$ cat src/rtl/vga_timing_gen.sv
// VGA raster timing generator: pixel-rate divider, h/v counters and a registered
// output stage so rgb, syncs and visible all lag colPos/rowPos by one pixel.
module vga_timing_gen #(
  parameter int H_ACTIVE = 640,
  parameter int H_FP     = 16,
  parameter int H_SYNC   = 96,
  parameter int H_BP     = 48,
  parameter int V_ACTIVE = 480,
  parameter int V_FP     = 10,
  parameter int V_SYNC   = 2,
  parameter int V_BP     = 33,
  parameter int CLK_DIV  = 1
) (
  input  logic       clk,
  input  logic       reset,
  input  logic [5:0] color_in,
  output logic [9:0] colPos,
  output logic [9:0] rowPos,
  output logic [5:0] rgb,
  output logic       hsync,
  output logic       vsync,
  output logic       visible,
  output logic       frame_tick
);

  localparam int H_TOTAL = H_ACTIVE + H_FP + H_SYNC + H_BP;
  localparam int V_TOTAL = V_ACTIVE + V_FP + V_SYNC + V_BP;
  localparam int HW      = $clog2(H_TOTAL);
  localparam int VW      = $clog2(V_TOTAL);
  localparam int DIV_W   = (CLK_DIV > 1) ? $clog2(CLK_DIV) : 1;

  localparam int H_SYNC_START = H_ACTIVE + H_FP;
  localparam int H_SYNC_END   = H_ACTIVE + H_FP + H_SYNC;
  localparam int V_SYNC_START = V_ACTIVE + V_FP;
  localparam int V_SYNC_END   = V_ACTIVE + V_FP + V_SYNC;

  logic [DIV_W-1:0] div_q, div_d;
  logic [HW-1:0]    hcount_q, hcount_d;
  logic [VW-1:0]    vcount_q, vcount_d;
  logic [5:0]       rgb_q, rgb_d;
  logic             hsync_q, hsync_d;
  logic             vsync_q, vsync_d;
  logic             visible_q, visible_d;
  logic             frameTick_q, frameTick_d;

  logic pixEn;
  logic hEnd;
  logic vEnd;
  logic activeArea;
  logic hSyncWin;
  logic vSyncWin;

  assign pixEn = (div_q == DIV_W'(CLK_DIV - 1));
  assign hEnd  = (hcount_q == HW'(H_TOTAL - 1));
  assign vEnd  = (vcount_q == VW'(V_TOTAL - 1));

  // Compare in int so sync-window bounds equal to TOTAL cannot alias in a narrow counter.
  assign activeArea = (int'(hcount_q) < H_ACTIVE) && (int'(vcount_q) < V_ACTIVE);
  assign hSyncWin   = (int'(hcount_q) >= H_SYNC_START) && (int'(hcount_q) < H_SYNC_END);
  assign vSyncWin   = (int'(vcount_q) >= V_SYNC_START) && (int'(vcount_q) < V_SYNC_END);

  always_comb begin
    div_d    = pixEn ? '0 : div_q + 1'b1;
    hcount_d = hcount_q;
    vcount_d = vcount_q;
    if (pixEn) begin
      if (hEnd) begin
        hcount_d = '0;
        vcount_d = vEnd ? '0 : vcount_q + 1'b1;
      end else begin
        hcount_d = hcount_q + 1'b1;
      end
    end
  end

  always_comb begin
    rgb_d       = activeArea ? color_in : 6'd0;
    visible_d   = activeArea;
    hsync_d     = ~hSyncWin;
    vsync_d     = ~vSyncWin;
    frameTick_d = pixEn && hEnd && vEnd;
  end

  // frame_tick lands in the cycle after the wrapping pix_en, never on a reset-forced (0,0).
  always_ff @(posedge clk) begin
    if (reset) begin
      div_q       <= '0;
      hcount_q    <= '0;
      vcount_q    <= '0;
      rgb_q       <= '0;
      visible_q   <= 1'b0;
      hsync_q     <= 1'b1;
      vsync_q     <= 1'b1;
      frameTick_q <= 1'b0;
    end else begin
      div_q       <= div_d;
      hcount_q    <= hcount_d;
      vcount_q    <= vcount_d;
      frameTick_q <= frameTick_d;
      if (pixEn) begin
        rgb_q     <= rgb_d;
        visible_q <= visible_d;
        hsync_q   <= hsync_d;
        vsync_q   <= vsync_d;
      end
    end
  end

  assign colPos     = 10'(hcount_q);
  assign rowPos     = 10'(vcount_q);
  assign rgb        = rgb_q;
  assign hsync      = hsync_q;
  assign vsync      = vsync_q;
  assign visible    = visible_q;
  assign frame_tick = frameTick_q;

endmodule

$ cat config.mk
export PLATFORM = sky130hd
export DESIGN_NAME = vga_timing_gen
export DESIGN_NICKNAME = d
export VERILOG_FILES = /design/src/rtl/vga_timing_gen.sv
export SDC_FILE = /design/constraint.sdc
export NUM_CORES = 1
export LEC_CHECK = 0
export ABC_AREA = 1
export CORE_UTILIZATION = 41
export CTS_BUF_LIST = sky130_fd_sc_hd__clkbuf_4 sky130_fd_sc_hd__clkbuf_8
export DETAILED_ROUTE_END_ITERATION = 10
export GPL_ROUTABILITY_DRIVEN = 0
export PLACE_DENSITY = 0.79
export SETUP_SLACK_MARGIN = 0.1
export SYNTH_ARGS = -nofsm -noshare
export SYNTH_HDL_FRONTEND = slang
export SYNTH_SLANG_ARGS = --single-unit
$ cat constraint.sdc
create_clock -name clk -period 1.4 [get_ports clk]
set_input_delay 0.35 -clock clk [delete_from_list [all_inputs] [get_ports clk]]
set_output_delay 0.35 -clock clk [all_outputs]
set_load 0.02 [all_outputs]
==> results of run 1 <==
[worst paths after layout]
check                                  to  slack, ps  cells past startpoint
worst min register to register     rgb[2]        460                      2
worst max-delay path            rowPos[7]         -9                      8
worst max register to register  rowPos[7]         -9                      8
worst min-delay path               rgb[2]        460                      2
[layout by cell type (no fill, tap or decap), types with 4 or more instances in the layout]
cell / Yosys / layout
buf_4: 0 / 21
clkbuf_8: 0 / 6
clkdlybuf4s15_2: 0 / 4
nor2_2: 3 / 5
nor3_1: 9 / 7
nand3_2: 2 / 11
nand2_2: 2 / 8
a21oi_1: 16 / 14
dfxtp_2: 0 / 7
inv_1: 25 / 24
dfxtp_4: 0 / 4
nor2_1: 38 / 30
nand3_1: 25 / 14
clkdlybuf4s50_1: 0 / 7
buf_6: 2 / 11
nand2_1: 49 / 40
dfxtp_1: 31 / 20
clkdlybuf4s15_1: 0 / 8
nor2_4: 2 / 8
buf_2: 0 / 11
clkbuf_2: 0 / 6
nand4_1: 7 / 7
[flip-flops by register name, summed over array words and instances (netlist names)]
| name | count |
|---|---|
| visible | 1 |
| div_q | 1 |
| hsync | 1 |
| vsync | 1 |
| colPos | 10 |
| rgb | 6 |
| frame_tick | 1 |
| rowPos | 10 |
[kinds of logic after synthesis]
family / share of synthesized area (%)
xor gates and xnor gates: 1.109
and+or+nand+nor: 39.83
AOI/OAI and AO/OA: 8.076
DFF: 39.27
adders and majority gates: 3.167
buffers and inverters: 8.313
other: 0.2373
[layout make-up]
type	instances	share of cell area, %
well taps	48	2.416
clock buffers	7	3.624
multi-input cells	168	40.87
clock inverters	1	0.2013
inverters	26	4.026
flip-flops and latches	31	25.92
repair buffers	69	22.95
[worst max-delay path: cells and delay by family, from the launching register on]
family                 cells  cell delay (ps)
AOI/OAI and AO/OA          1               50
buffers and inverters      1              160
DFF                        1              420
and+or+nand+nor            6              660
[timing repair]
action                                  in CTS  in global routing
setup buffers                                8                  3
gates resized for setup                     97                 55
endpoints found under the setup margin      44                 42
gates cloned                                 0                  0
pin swaps                                    8                 10
[routing by layer]
metal / wire [um] / global-route usage [%] / vias up
met5: 0 / 0 / -
met4: 67 / 8.807 / 0
met3: 277 / 6.071 / 9
met2: 2262 / 36.44 / 62
met1: 2012 / 29.96 / 805
li1: - / - / 884
[power groups by stage]
| stage | Sequential, mW | Combinational, mW | Clock, mW |
|---|---|---|---|
| CTS | 0.914 | 0.171 | 0.763 |
| floorplan | 0.964 | 0.0597 | 0 |
| global placement | 0.939 | 0.163 | 0 |
| global route | 0.917 | 0.202 | 0.799 |
| finish | 0.915 | 0.188 | 0.749 |
| detailed placement | 0.940 | 0.165 | 0 |
[per-stage QoR]
stage	instance area [um2]	utilization, %	hold WS, ps	std cells	worst slack, ps
2_1_floorplan	1614	-	510.2	230	102.9
3_3_place_gp	2183	59.19	441.4	333	12.51
3_5_place_dp	2183	59.19	455.6	333	-11.55
4_1_cts	2405	65.20	461.5	348	24.96
5_1_grt	2486	67.40	483.2	350	-80.43
6_report	2486	67.40	463.3	350	-8.611
==> metrics.cfg, run 1 <==
[timing]
setup_ws_ps=-8.611
post-route-period-util_pct=100.6
setup_tns_ps=-8.611
skew_ps=4.753
rsz0062_at_grt=true
fmaxAchievable_ghz=0.7099
hold_viol_final=0
final-max-slew-violation-count=0
timing.final.crit_period_ps=1409
setup_viol=1

[clock_tree]
cts_tree=done
clk_pin_slew_ps=70
cts.path.max_buffers=2
clk-insertion-delay-late_ps=290
cts-buffers-inserted=5
cts_root_buf=clkbuf_8
cts_hold_buf=0
clock-sinks=31
htree_levels=2

[synthesis]
syn_avg_cell_area_um2=6.871
yosys_warnings=0
synth_area_leaders=dfxtp_1, nand2_1, nor2_1
seq_area_frac_synth_pct=39.27
async_reset_ff_share_pct=0
synthCells=230
synth-main-ff-cell=dfxtp_1
ys_ff_latch=31
synth_top_cell_area_share_pct=39.27
synth_most_common_cell=nand2_1
synth_area_leader_cell=dfxtp_1
syn_nets=242
synthTopCellsByCount=nand2_1, nor2_1, dfxtp_1
yosysUniqueCellTypes=27
synth_area_mm2=0.001580
synth_edf_count=0

[cells_and_area]
area_delta_synth_final_pct=57.32
register_area_um2=644.4
insertedDiodeCount=0
drive_gt1_share_pct=39.07
multi_input_area_mm2=0.001016
fillers=314
final_net_count=313

[power]
power_density_mw_per_mm2=744.8
power.switching_mw=0.4513
pwr-share-clk_pct=40.5
netSwitchingFraction_pct=24.37
internal_power_mw=1.400
combPwrFrac_pct=10.1
p_leak_nw=1.033
pwr-share-seq_pct=49.4
irDropWorstVdd_mv=0.3077
power_mw=1.852

[floorplanning]
initial_core_util_pct=42.84
ioPinCount=38
die_w_um=64.09
rows=22
die-area_mm2=0.004107
die_h_um=64.09
coreArea_mm2=0.003689

[critical_path]
critPathCaptureType=flip-flop
crit_arrival_ps=1580
crit-reg2reg-launch=colPos[3]
crit_chain=nand2_2 -> nor2_4 -> nand2_2 -> nor2_4 -> buf_6 -> nand2_1 -> nand2_1 -> a21oi_2
startpoint=colPos[3]
worstSetupPathType=reg2reg
critical_path_peak_fanout=7
start_kind=flip-flop
slowest_delay_ps=420
worst_ep_required_time_ps=1570
slowest_stage=dfxtp_1

[run_status]
outcome=complete, but fails checks
violations=setup timing

[grt]
grtUsageTotal_pct=23.11
grt_pass1_wl_mm=7.293
grt_max_degree=17
antenna_found_initial=0
grt_pass1_vias=1608
grt-ovfl-total=0

[place]
post-dp-hpwl_mm=2.841
numPortBuffers=37

[drt]
drt_iter0_drc=78
ant_nets=0
num_vias=1760
wire_per_inst_um=13.20
drt_drc_violations_left=0
wirelength_mm=4.620
drt_first_pass_iters=4
via_per_inst=5.029

[worst_hold_path]
holdCritStartpoint=rgb[2]
hp-class=reg2reg

[job]
max_cap_viol_count=0

(Power assumes the default switching activity.)
==> inputs of run 2 (changes only) <==
--- a/config.mk
+++ b/config.mk
@@ -10,6 +10,7 @@
 export CTS_BUF_LIST = sky130_fd_sc_hd__clkbuf_4 sky130_fd_sc_hd__clkbuf_8
 export DETAILED_ROUTE_END_ITERATION = 10
 export GPL_ROUTABILITY_DRIVEN = 0
+export HOLD_SLACK_MARGIN = 0.1
 export PLACE_DENSITY = 0.79
 export SETUP_SLACK_MARGIN = 0.1
 export SYNTH_ARGS = -nofsm -noshare
==> constraint.sdc (replaced) <==
create_clock -name clk -period 1.4 [get_ports clk]
set_input_delay 0.14 -clock clk [delete_from_list [all_inputs] [get_ports clk]]
set_output_delay 0.14 -clock clk [all_outputs]
set_load 0.02 [all_outputs]
==> metrics.cfg, run 2 (synthesized netlist as in run 1, its figures left out) <==
[place]
placed_area_mm2=0.002116
dp_cells=324
post-dp-hpwl_mm=2.798
numPortBuffers=37

[floorplanning]
die_w_um=64.09
initial_core_util_pct=42.84
rows=22
ioPinCount=38
coreArea_mm2=0.003689
die_h_um=64.09
die-area_mm2=0.004107

[critical_path]
reg2reg_to=rowPos[7]
worstSetupPathType=reg2reg
reg2regPathDepth=8
start_kind=flip-flop
critical_path_peak_fanout=4
startpoint=rowPos[3]
crit-reg2reg-launch=rowPos[3]
r2r_setup_slack_ps=30
worst_ep_required_time_ps=1580
critPathCaptureType=flip-flop
crit_arrival_ps=1540

[clock_tree]
clk_pin_slew_ps=70
cts_tree=done
htree_levels=2
clock-sinks=31
cts.path.max_buffers=2
cts_root_buf=clkbuf_8
cts_hold_buf=0
clk-insertion-delay-late_ps=280
cts-buffers-inserted=5

[cells_and_area]
drive_gt1_share_pct=25.26
final_cell_mix=nand2_1, nor2_1, dlygate4sd2_1, inv_1, dfxtp_1
area_delta_synth_final_pct=47.59
insertedDiodeCount=0
stdcell_count=337
design_area_mm2=0.002332
final_common_cell=nand2_1
final_net_count=300

[drt]
drt_drc_violations_left=0
met1Wirelength_mm=1.864
wl_met2_mm=1.840
drt_iter0_drc=63
num_vias=1680
wire_per_inst_um=11.84
ant_nets=0
top_layer_used=met4
via_per_inst=4.985
wirelength_mm=3.989
dr_wl_met3_um=217
drt_first_pass_iters=4

[grt]
grt-ovfl-total=0
antenna_found_initial=0
grt_pass1_wl_mm=6.879
grtUsageTotal_pct=21.39
grt_pass1_vias=1598
grt_max_degree=17

[power]
pwr-share-seq_pct=46.0
irDropWorstVdd_mv=0.5440
power_density_mw_per_mm2=853.7
power.switching_mw=0.4375
netSwitchingFraction_pct=21.97
p_leak_nw=1.032
internal_power_mw=1.553
combPwrFrac_pct=8.3
pwr-share-clk_pct=45.6

[worst_hold_path]
hold_end=rgb[0]
hp-class=in2reg
holdCritStartpoint=color_in[0]
whs_path_depth=3

[timing]
rsz0062_at_grt=true
setup_tns_ps=0
skew_ps=7.069
timing.final.crit_period_ps=1366
fmaxAchievable_ghz=0.7320
hold_viol_final=0
setup_viol=0
post-route-period-util_pct=97.58
final-max-slew-violation-count=0

[job]
max_cap_viol_count=0

[run_status]
outcome=finished, final reports clean

run 2: worst max-delay path, stage by stage, from the launching register on:
cell	delay [ps]
dfxtp_1	350
buf_4	130
nand2_1	120
nor2_1	120
nand2_1	120
nor2_2	230
nand2_2	90
nand2_2	60
a21oi_2	50
run 2: power by group through the flow:
stage               clock network, mW  logic [mW]  registers [mW]
floorplan                           0      0.0597           0.964
global placement                    0       0.161           0.938
detailed placement                  0       0.162           0.940
CTS                             0.934       0.160           0.916
global route                    0.980       0.181           0.919
finish                          0.909       0.166           0.917
run 2: how the worst max path moves through the flow:
stage / end / slack, ps / cells after the start
2_1_floorplan: rowPos[6] / 100 / 8
3_3_place_gp: vsync / 40 / 5
3_5_place_dp: vsync / 30 / 5
4_1_cts: rowPos[7] / 60 / 9
5_1_grt: rowPos[7] / -60 / 8
6_report: rowPos[7] / 30 / 8
run 2: repair_timing:
| item | CTS | global route |
|---|---|---|
| gates resized for setup | 38 | 22 |
| gates cloned | 0 | 0 |
| setup buffers | 5 | 0 |
| pin swaps | 4 | 4 |
| setup endpoints to repair | 47 | 29 |
| endpoints found under the hold margin | 0 | 0 |
run 2: stage by stage:
stage | power (mW) | utilization (%) | hold slack [ps] | worst slack (ps)
floorplan | 1.023 | - | 300.2 | 102.9
global placement | 1.100 | 57.36 | 441.5 | 38.13
detailed placement | 1.102 | 57.36 | 450.3 | 27.05
CTS | 2.010 | 61.53 | 432.4 | 60.75
global route | 2.080 | 63.23 | 437.5 | -59.11
finish | 1.991 | 63.23 | 434.3 | 33.91
run 2: final cells by class:
class                   instances  area (um2)
clock buffers                   6       82.58
inverters                      26       100.1
clock inverters                 2       35.03
flip-flops and latches         31       639.4
fillers                       339        1356
well taps                      48       60.06
multi-input cells             168       935.9
repair buffers                 56       479.2
run 2: layer usage:
layer | vias up | GRT usage (%)
li1 | 856 | -
met1 | 769 | 26.26
met2 | 46 | 35.37
met3 | 9 | 5.714
met4 | 0 | 8.239
met5 | - | 0
